==> src/rtl/sram_ctrl_pkg.sv <==
// Shared types and helpers for the OpenRAM data-SRAM request controller.
package sram_ctrl_pkg;

  localparam int unsigned SRAM_WORD_AW = 8;

  typedef enum logic [2:0] {
    IDLE,
    RD,
    CAP,
    RMW_RD,
    RMW_WR,
    WR,
    RESP
  } state_t;

  // Spare bit value that makes the 33-bit stored word XOR to zero.
  function automatic logic even_parity(input logic [31:0] d);
    return ^d;
  endfunction

endpackage

==> src/rtl/sram_byte_merge.sv <==
// Combinational 4-byte strobe merge: strobed bytes come from new_word, the rest from old_word.
module sram_byte_merge (
  input  logic [31:0] old_word,
  input  logic [31:0] new_word,
  input  logic [3:0]  strb,
  output logic [31:0] merged
);

  always_comb begin
    merged = old_word;
    for (int unsigned i = 0; i < 4; i++) begin
      if (strb[i]) merged[8*i +: 8] = new_word[8*i +: 8];
    end
  end

endmodule

==> src/rtl/sram_rmw_ctrl.sv <==
// Single-outstanding load/store controller for the 256-word OpenRAM data SRAM.
// Partial stores run as read-modify-write; define SRAM_PARITY_EN to store/check parity in spare bit 32.
module sram_rmw_ctrl
  import sram_ctrl_pkg::*;
#(
  parameter int unsigned SRAM_ADDR_WIDTH = SRAM_WORD_AW,
  parameter int unsigned SRAM_DATA_WIDTH = 33
) (
  input  logic                       clk,
  input  logic                       rst,
  input  logic                       req_valid,
  output logic                       req_ready,
  input  logic                       req_we,
  input  logic [31:0]                req_addr,
  input  logic [3:0]                 req_wstrb,
  input  logic [31:0]                req_wdata,
  output logic                       rsp_valid,
  input  logic                       rsp_ready,
  output logic [31:0]                rsp_rdata,
  output logic                       rsp_err,
  output logic                       sram_csb,
  output logic                       sram_web,
  output logic                       sram_spare_wen,
  output logic [SRAM_ADDR_WIDTH-1:0] sram_addr,
  output logic [SRAM_DATA_WIDTH-1:0] sram_din,
  input  logic [SRAM_DATA_WIDTH-1:0] sram_dout
);

`ifdef SRAM_PARITY_EN
  localparam logic PARITY_EN = 1'b1;
`else
  localparam logic PARITY_EN = 1'b0;
`endif

  state_t                     state_q, state_d;
  logic [31:0]                wdata_q, wdata_d;
  logic [3:0]                 wstrb_q, wstrb_d;
  logic                       req_ready_d;
  logic                       rsp_valid_d, rsp_err_d;
  logic [31:0]                rsp_rdata_d;
  logic                       csb_d, web_d, spare_d;
  logic [SRAM_ADDR_WIDTH-1:0] addr_d;
  logic [SRAM_DATA_WIDTH-1:0] din_d;
  logic [31:0]                merged;
  logic                       accept, out_of_range, rd_perr;

  assign accept       = req_valid & req_ready;
  assign out_of_range = |req_addr[31:SRAM_ADDR_WIDTH+2];
  assign rd_perr      = PARITY_EN & (^sram_dout);

  // dout is consumed straight off the macro at the RMW_WR edge, so no capture flop is needed.
  sram_byte_merge u_merge (
    .old_word (sram_dout[31:0]),
    .new_word (wdata_q),
    .strb     (wstrb_q),
    .merged   (merged)
  );

  function automatic logic [SRAM_DATA_WIDTH-1:0] write_word(input logic [31:0] d);
    logic [SRAM_DATA_WIDTH-1:0] w;
    w       = '0;
    w[31:0] = d;
    w[32]   = PARITY_EN & even_parity(d);
    return w;
  endfunction

  always_comb begin
    state_d     = state_q;
    wdata_d     = wdata_q;
    wstrb_d     = wstrb_q;
    rsp_valid_d = rsp_valid;
    rsp_rdata_d = rsp_rdata;
    rsp_err_d   = rsp_err;
    csb_d       = 1'b1;
    web_d       = 1'b1;
    spare_d     = 1'b0;
    addr_d      = sram_addr;
    din_d       = sram_din;
    unique case (state_q)
      IDLE: begin
        if (accept) begin
          wdata_d = req_wdata;
          wstrb_d = req_wstrb;
          if (out_of_range) begin
            state_d     = RESP;
            rsp_valid_d = 1'b1;
            rsp_rdata_d = '0;
            rsp_err_d   = 1'b1;
          end else if (!req_we) begin
            state_d = RD;
            csb_d   = 1'b0;
            addr_d  = req_addr[SRAM_ADDR_WIDTH+1:2];
          end else if (req_wstrb == 4'b1111) begin
            state_d = WR;
            csb_d   = 1'b0;
            web_d   = 1'b0;
            spare_d = PARITY_EN;
            addr_d  = req_addr[SRAM_ADDR_WIDTH+1:2];
            din_d   = write_word(req_wdata);
          end else if (req_wstrb == 4'b0000) begin
            state_d     = RESP;
            rsp_valid_d = 1'b1;
            rsp_rdata_d = '0;
            rsp_err_d   = 1'b0;
          end else begin
            state_d = RMW_RD;
            csb_d   = 1'b0;
            addr_d  = req_addr[SRAM_ADDR_WIDTH+1:2];
          end
        end
      end
      RD:  state_d = CAP;
      CAP: begin
        state_d     = RESP;
        rsp_valid_d = 1'b1;
        rsp_err_d   = rd_perr;
        rsp_rdata_d = rd_perr ? '0 : sram_dout[31:0];
      end
      RMW_RD: state_d = RMW_WR;
      RMW_WR: begin
        if (rd_perr) begin
          state_d     = RESP;
          rsp_valid_d = 1'b1;
          rsp_rdata_d = '0;
          rsp_err_d   = 1'b1;
        end else begin
          state_d = WR;
          csb_d   = 1'b0;
          web_d   = 1'b0;
          spare_d = PARITY_EN;
          din_d   = write_word(merged);
        end
      end
      WR: begin
        state_d     = RESP;
        rsp_valid_d = 1'b1;
        rsp_rdata_d = '0;
        rsp_err_d   = 1'b0;
      end
      RESP: begin
        if (rsp_ready) begin
          state_d     = IDLE;
          rsp_valid_d = 1'b0;
        end
      end
      default: state_d = IDLE;
    endcase
    req_ready_d = (state_d == IDLE);
  end

  always_ff @(posedge clk or posedge rst) begin
    if (rst) begin
      state_q        <= IDLE;
      wdata_q        <= '0;
      wstrb_q        <= '0;
      req_ready      <= 1'b0;
      rsp_valid      <= 1'b0;
      rsp_rdata      <= '0;
      rsp_err        <= 1'b0;
      sram_csb       <= 1'b1;
      sram_web       <= 1'b1;
      sram_spare_wen <= 1'b0;
      sram_addr      <= '0;
      sram_din       <= '0;
    end else begin
      state_q        <= state_d;
      wdata_q        <= wdata_d;
      wstrb_q        <= wstrb_d;
      req_ready      <= req_ready_d;
      rsp_valid      <= rsp_valid_d;
      rsp_rdata      <= rsp_rdata_d;
      rsp_err        <= rsp_err_d;
      sram_csb       <= csb_d;
      sram_web       <= web_d;
      sram_spare_wen <= spare_d;
      sram_addr      <= addr_d;
      sram_din       <= din_d;
    end
  end

endmodule
==> config.mk <==
export PLATFORM = sky130hd
export DESIGN_NAME = sram_rmw_ctrl
export DESIGN_NICKNAME = d
export VERILOG_FILES = /design/src/rtl/sram_ctrl_pkg.sv /design/src/rtl/sram_byte_merge.sv /design/src/rtl/sram_rmw_ctrl.sv
export SDC_FILE = /design/constraint.sdc
export NUM_CORES = 1
export LEC_CHECK = 0
export CORE_UTILIZATION = 45
export CTS_CLUSTER_SIZE = 28
export DETAILED_ROUTE_END_ITERATION = 10
export PLACE_DENSITY = 0.78
export SETUP_SLACK_MARGIN = 0.4
export SLEW_MARGIN = 20
export SYNTH_ARGS = -nofsm -noshare
export SYNTH_HDL_FRONTEND = slang
export SYNTH_SLANG_ARGS = --single-unit
==> constraint.sdc <==
create_clock -name clk -period 4.2 [get_ports clk]
set_clock_uncertainty 0.2 [all_clocks]
set_input_delay 0.42 -clock clk [delete_from_list [all_inputs] [get_ports clk]]
set_output_delay 0.42 -clock clk [all_outputs]
set_load 0.02 [all_outputs]
* Word-level counts from Yosys, hierarchy flattened
Index checks and enable logic that the tools add are counted.
Word-level totals: bits in registers 117, input port bits 106, output and inout port bits 79, word-level logic and storage cells 93
Cells by class: bitwise gates (word level) 2, equality and inequality tests 16, reductions and logical operators 15, muxes and demuxes 49
Operators with widths (count):
- $mux W32 | 5
- $mux W33 | 4
- $pmux W32 S3 | 1
- $pmux W33 S2 | 1
- $mux W8 | 7
- $reduce_or A22 Y1 | 1
- $mux W1 | 20
- $mux W3 | 6
- $pmux W3 S6 | 1
- $reduce_and A5 Y1 | 3
- $ne A3 B3 Y1 const B | 4
- $ne A2 B2 Y1 const B | 5
- $eq A3 B3 Y1 const B | 3
- $eq A3 B2 Y1 const B | 2
- $logic_not A3 Y1 | 2
- $pmux W1 S2 | 3
- $reduce_and A6 Y1 | 1
- $reduce_bool A3 Y1 | 2
- $eq A4 B4 Y1 const B | 1
- $logic_not A4 Y1 | 1
- $reduce_and A4 Y1 | 1
- $reduce_bool A2 Y1 | 2
- $eq A3 B1 Y1 const B | 1
- $pmux W1 S3 | 1
- 4 further kinds | 4

* Longest topological paths before layout
word-level depth 8, mapped depth 8, mapped depth without buffers 5

* Cells and area by module
A second synthesis with hierarchy kept.
Unflattened totals: cell total of the unflattened synthesis 547, area total of the unflattened synthesis 5988.2 um2
Modules (own cells, without submodules):
- sram_rmw_ctrl | area each 5462.7 um2, times used 1, sequential area each 2905.3 um2, cells an instance 511
- sram_byte_merge | area each 525.5 um2, times used 1, sequential area each 0.0 um2, cells an instance 36

* Worst setup path after synthesis
No wires, ideal clock.
kind input to register, start point input port req_addr[16], end point register sram_addr[0], slack 1989 ps, library setup time 125 ps, arrival 1886 ps, required time 3875 ps, cell stages on the path 5, path buffers 1, cells stage by stage or4_4 nor3_4 and4_1 buf_2 mux2_2
On the way: longest elaborated chain between the ends 3
Ends and longest elaborated chain:
- start: declaration | line sram_rmw_ctrl.sv:14 | input logic [31:0] req_addr,
- $reduce_or A22 Y1 | line sram_rmw_ctrl.sv:48 | assign out_of_range = |req_addr[31:SRAM_ADDR_WIDTH+2];
- $not A1 Y1 (no line)
- $reduce_and A4 Y1 (no line)
- end signal: assignment | line sram_rmw_ctrl.sv:176 | sram_addr <= addr_d;
- end: declaration | line sram_rmw_ctrl.sv:24 | output logic [SRAM_ADDR_WIDTH-1:0] sram_addr,
No other way between the ends. A chain may end at the register's enable or synchronous reset.

* Worst setup path after layout
start point register state_q[0], end point register sram_din[6]
On the way: longest elaborated chain between the ends 3, elaborated cells between the ends (all ways) 9, classes of those cells eq/ne (5); mux (1); reduce/logical (3)
Ends and longest elaborated chain:
- start: declaration | line sram_rmw_ctrl.sv:35 | state_t state_q, state_d;
- start signal: assignment | line sram_rmw_ctrl.sv:166 | state_q <= state_d;
- $eq A3 B3 Y1 or $logic_not A3 Y1 (tied branches) | line sram_rmw_ctrl.sv:79 | unique case (state_q)
- $reduce_bool A2 Y1 (no line) or $ne A2 B2 Y1 (tied branches)
- $reduce_and A5 Y1 (no line)
- end signal: assignment | line sram_rmw_ctrl.sv:177 | sram_din <= din_d;
- end: declaration | line sram_rmw_ctrl.sv:25 | output logic [SRAM_DATA_WIDTH-1:0] sram_din,
Parallel ways exist; a longest one is shown, timed or not.

==> results_dict.tcl <==
set metrics [dict create \
    status "complete, no violations" \
    synthesis.area_mm2 0.00506 \
    grt_use_total_pct 24.2 \
    cts-root-buf "clkbuf_8" \
    grt_pass1_wl_mm 21.3 \
    synth_top_area_share_pct 56.3 \
    cts.sinks 116 \
    cts-resized-gates 0 \
    grt_max_degree 66 \
    htree_num_levels 4 \
    synth_seq_cells 116 \
    seq_power_share_pct 33.5 \
    final_max_slew_viol_count 0 \
    yosys_warnings 0 \
    ys_types 35 \
    path_class "flip-flop to flip-flop" \
    vias 4120 \
    cts_made_buffers 17 \
    setup_violations 0 \
    rsz0062_at_grt "no" \
    hold_buffers 0 \
    finalCritPeriodShare_pct 61.7 \
    peakVddDrop_uv 359 \
    antenna_cells 0 \
    netlist_top_cells_area "dfrtp_1 (56%), mux2_2 (9.8%), mux2i_1 (6.3%)" \
    path_max_fanout 37 \
    internal-power_mw 3.72 \
    avgSynthCellArea_um2 11.6 \
    clk_pin_slew_ns 0.06 \
    drc 0 \
    final_cell_mix "clkdlybuf4s50_1 (179), dfrtp_1 (114), nand2_1 (69)" \
    hold_path.class "input pin to async pin" \
    maxCapViolations 0 \
    insertion_delay_ns 0.51 \
    p_switching_mw 2.03 \
    drt-total-wl_mm 13.4 \
    setup_tns_ns 0 \
    power.total_mw 5.75 \
    die_area_mm2 0.0117 \
    grt_pass1_vias 4189 \
    worstSetupStartpointType "flip-flop" \
    ys_seq_area_share_pct 57.4 \
    critPathCaptureType "flip-flop" \
    finalCriticalPeriod_ns 2.59 \
    antenna_left 0 \
    p_clk_share_pct 26.9 \
    via_per_inst 5.42 \
    drive_gt1_share_pct 15.3 \
    power.density_mw_per_mm2 758 \
    drt_iter0_drc 185 \
    dpl.hpwl_mm 9.06 \
    core_mm2 0.0109 \
    wl_per_cell_um 17.6 \
    synth_top_area_cell "dfrtp_1" \
    fin_nets 713 \
    comb_power_share_pct 39.6 \
    utilization_pct 69.7 \
    die_h_um 108 \
    area_growth_syn_to_layout_pct 49.9 \
    firstDrtPassIters 4 \
    netSwitchingFraction_pct 35.3 \
    worst_slew_pin_slew_ns 0.961 \
    hold_viol 0 \
    die_x_um 108 \
    routabilityCongestion 0.826 \
    pin_count 185 \
    required_ns 4.38 \
    port_buffers 179 \
    tritoncts "yes" \
    clk_path_buf_depth 2 \
    grt-ovfl-total 0 \
    max_freq_mhz 386 \
    worst_hold_slack_ns 0.170 \
    initial_utilization_pct 46.5 \
    final_common_cell "clkdlybuf4s50_1" \
    post_cts_buffers 0 \
    num_rows 38 \
    arrival_ns 2.77 \
    power.leakage_nw 3.29 \
    syn_inst 435 \
    grt_antenna_before_repair 0 \
    max_slew_margin_pct 35.9 \
]
## critical path, cell delays in order, from the launching register on
cell and delay (ns):
dfrtp_1 0.58, nor2_1 0.10, and2_2 0.23, a31oi_4 0.75, buf_4 0.44, o21ai_1 0.14
## metal layers
layer | vias up | global-route usage, % | part of all wire [%]
met5 | - | 0 | 0
met4 | 0 | 8.51 | 1.7
met3 | 18 | 6.27 | 5.8
met2 | 133 | 40.7 | 49
met1 | 2066 | 30.0 | 43
li1 | 1903 | - | -
## power groups by stage
stage                     Clock (mW)  Combinational (mW)  Sequential [mW]
after global placement             0                2.21             1.91
after floorplan                    0                1.19             2.11
final                           1.55                2.28             1.93
after detailed placement           0                2.29             1.94
after global routing            1.62                2.47             1.99
after CTS                       1.57                2.30             1.93
## state kept, by name, indices dropped and copies added, names as in the netlist
| signal | count |
|---|---|
| sram_web | 1 |
| rsp_rdata | 32 |
| sram_din | 32 |
| wstrb_q | 4 |
| req_ready | 1 |
| rsp_valid | 1 |
| rsp_err | 1 |
| sram_csb | 1 |
| sram_addr | 8 |
| wdata_q | 32 |
| state_q | 3 |
## final timing paths
path | end | start | cells past startpoint | slack (ns)
max | sram_din[6] | state_q[0] | 5 | 1.61
min | sram_din[30] | rst | 2 | 0.17
max reg2reg | sram_din[6] | state_q[0] | 5 | 1.61
min reg2reg | sram_din[30] | sram_din[30] | 2 | 0.29
max in group asynchronous | sram_web | rst | 3 | 2.72
min in group clk | sram_din[30] | sram_din[30] | 2 | 0.29
## synth_stat cells
| library cell | count |
|---|---|
| o211ai_1 | 2 |
| nor4_1 | 6 |
| buf_6 | 3 |
| nand4_1 | 1 |
| a22o_1 | 33 |
| a21o_1 | 1 |
| a21bo_2 | 1 |
| o31ai_4 | 1 |
| nor4bb_1 | 1 |
| o2bb2ai_1 | 1 |
| and2_1 | 1 |
| inv_1 | 5 |
| conb_1 | 1 |
| mux2_2 | 44 |
| o21ai_0 | 37 |
| a31oi_1 | 1 |
| nand2_1 | 69 |
| a221o_1 | 1 |
| nor3_4 | 1 |
| a31oi_2 | 1 |
| buf_1 | 5 |
| and4_1 | 3 |
| buf_2 | 9 |
| dfstp_2 | 2 |
| mux2i_1 | 32 |
| buf_4 | 2 |
| a32oi_1 | 1 |
| nor2b_1 | 3 |
| o21ai_1 | 29 |
| or4_4 | 1 |
| a41o_1 | 1 |
| nor2_1 | 2 |
| clkbuf_1 | 17 |
| nor3_1 | 3 |
| dfrtp_1 | 114 |
## stage by stage
stage               cell area (um^2)  setup slack, ns  instances
finish                          7590             1.61        760
detailed placement              6950             1.16        728
global placement                6950             1.20        728
global route                    7590             1.44        760
floorplan                       5070            0.511        436
CTS                             7590             1.59        760
## cell type report
type / instances / area, um^2
Inverter: 5 / 21.3
Tap cell: 140 / 175
Clock inverter: 12 / 203
Timing Repair Buffer: 188 / 1860
Clock buffer: 20 / 435
Sequential cell: 116 / 2910
Fill cell: 802 / 3300
Multi-Input combinational cell: 279 / 1990
## kinds of logic (layout without fill, tap and decap cells)
kind of cell	count (synthesis)	after routing	synth area share, %
other	1	2	0.0741
AND/OR/NAND/NOR	91	91	8.18
multiplexers	76	76	16.1
buffers and inverters	41	225	3.85
flip-flops	116	116	57.4
AO/OA/AOI/OAI	110	110	14.4
No activity file was read; power rests on OpenSTA's default activity.
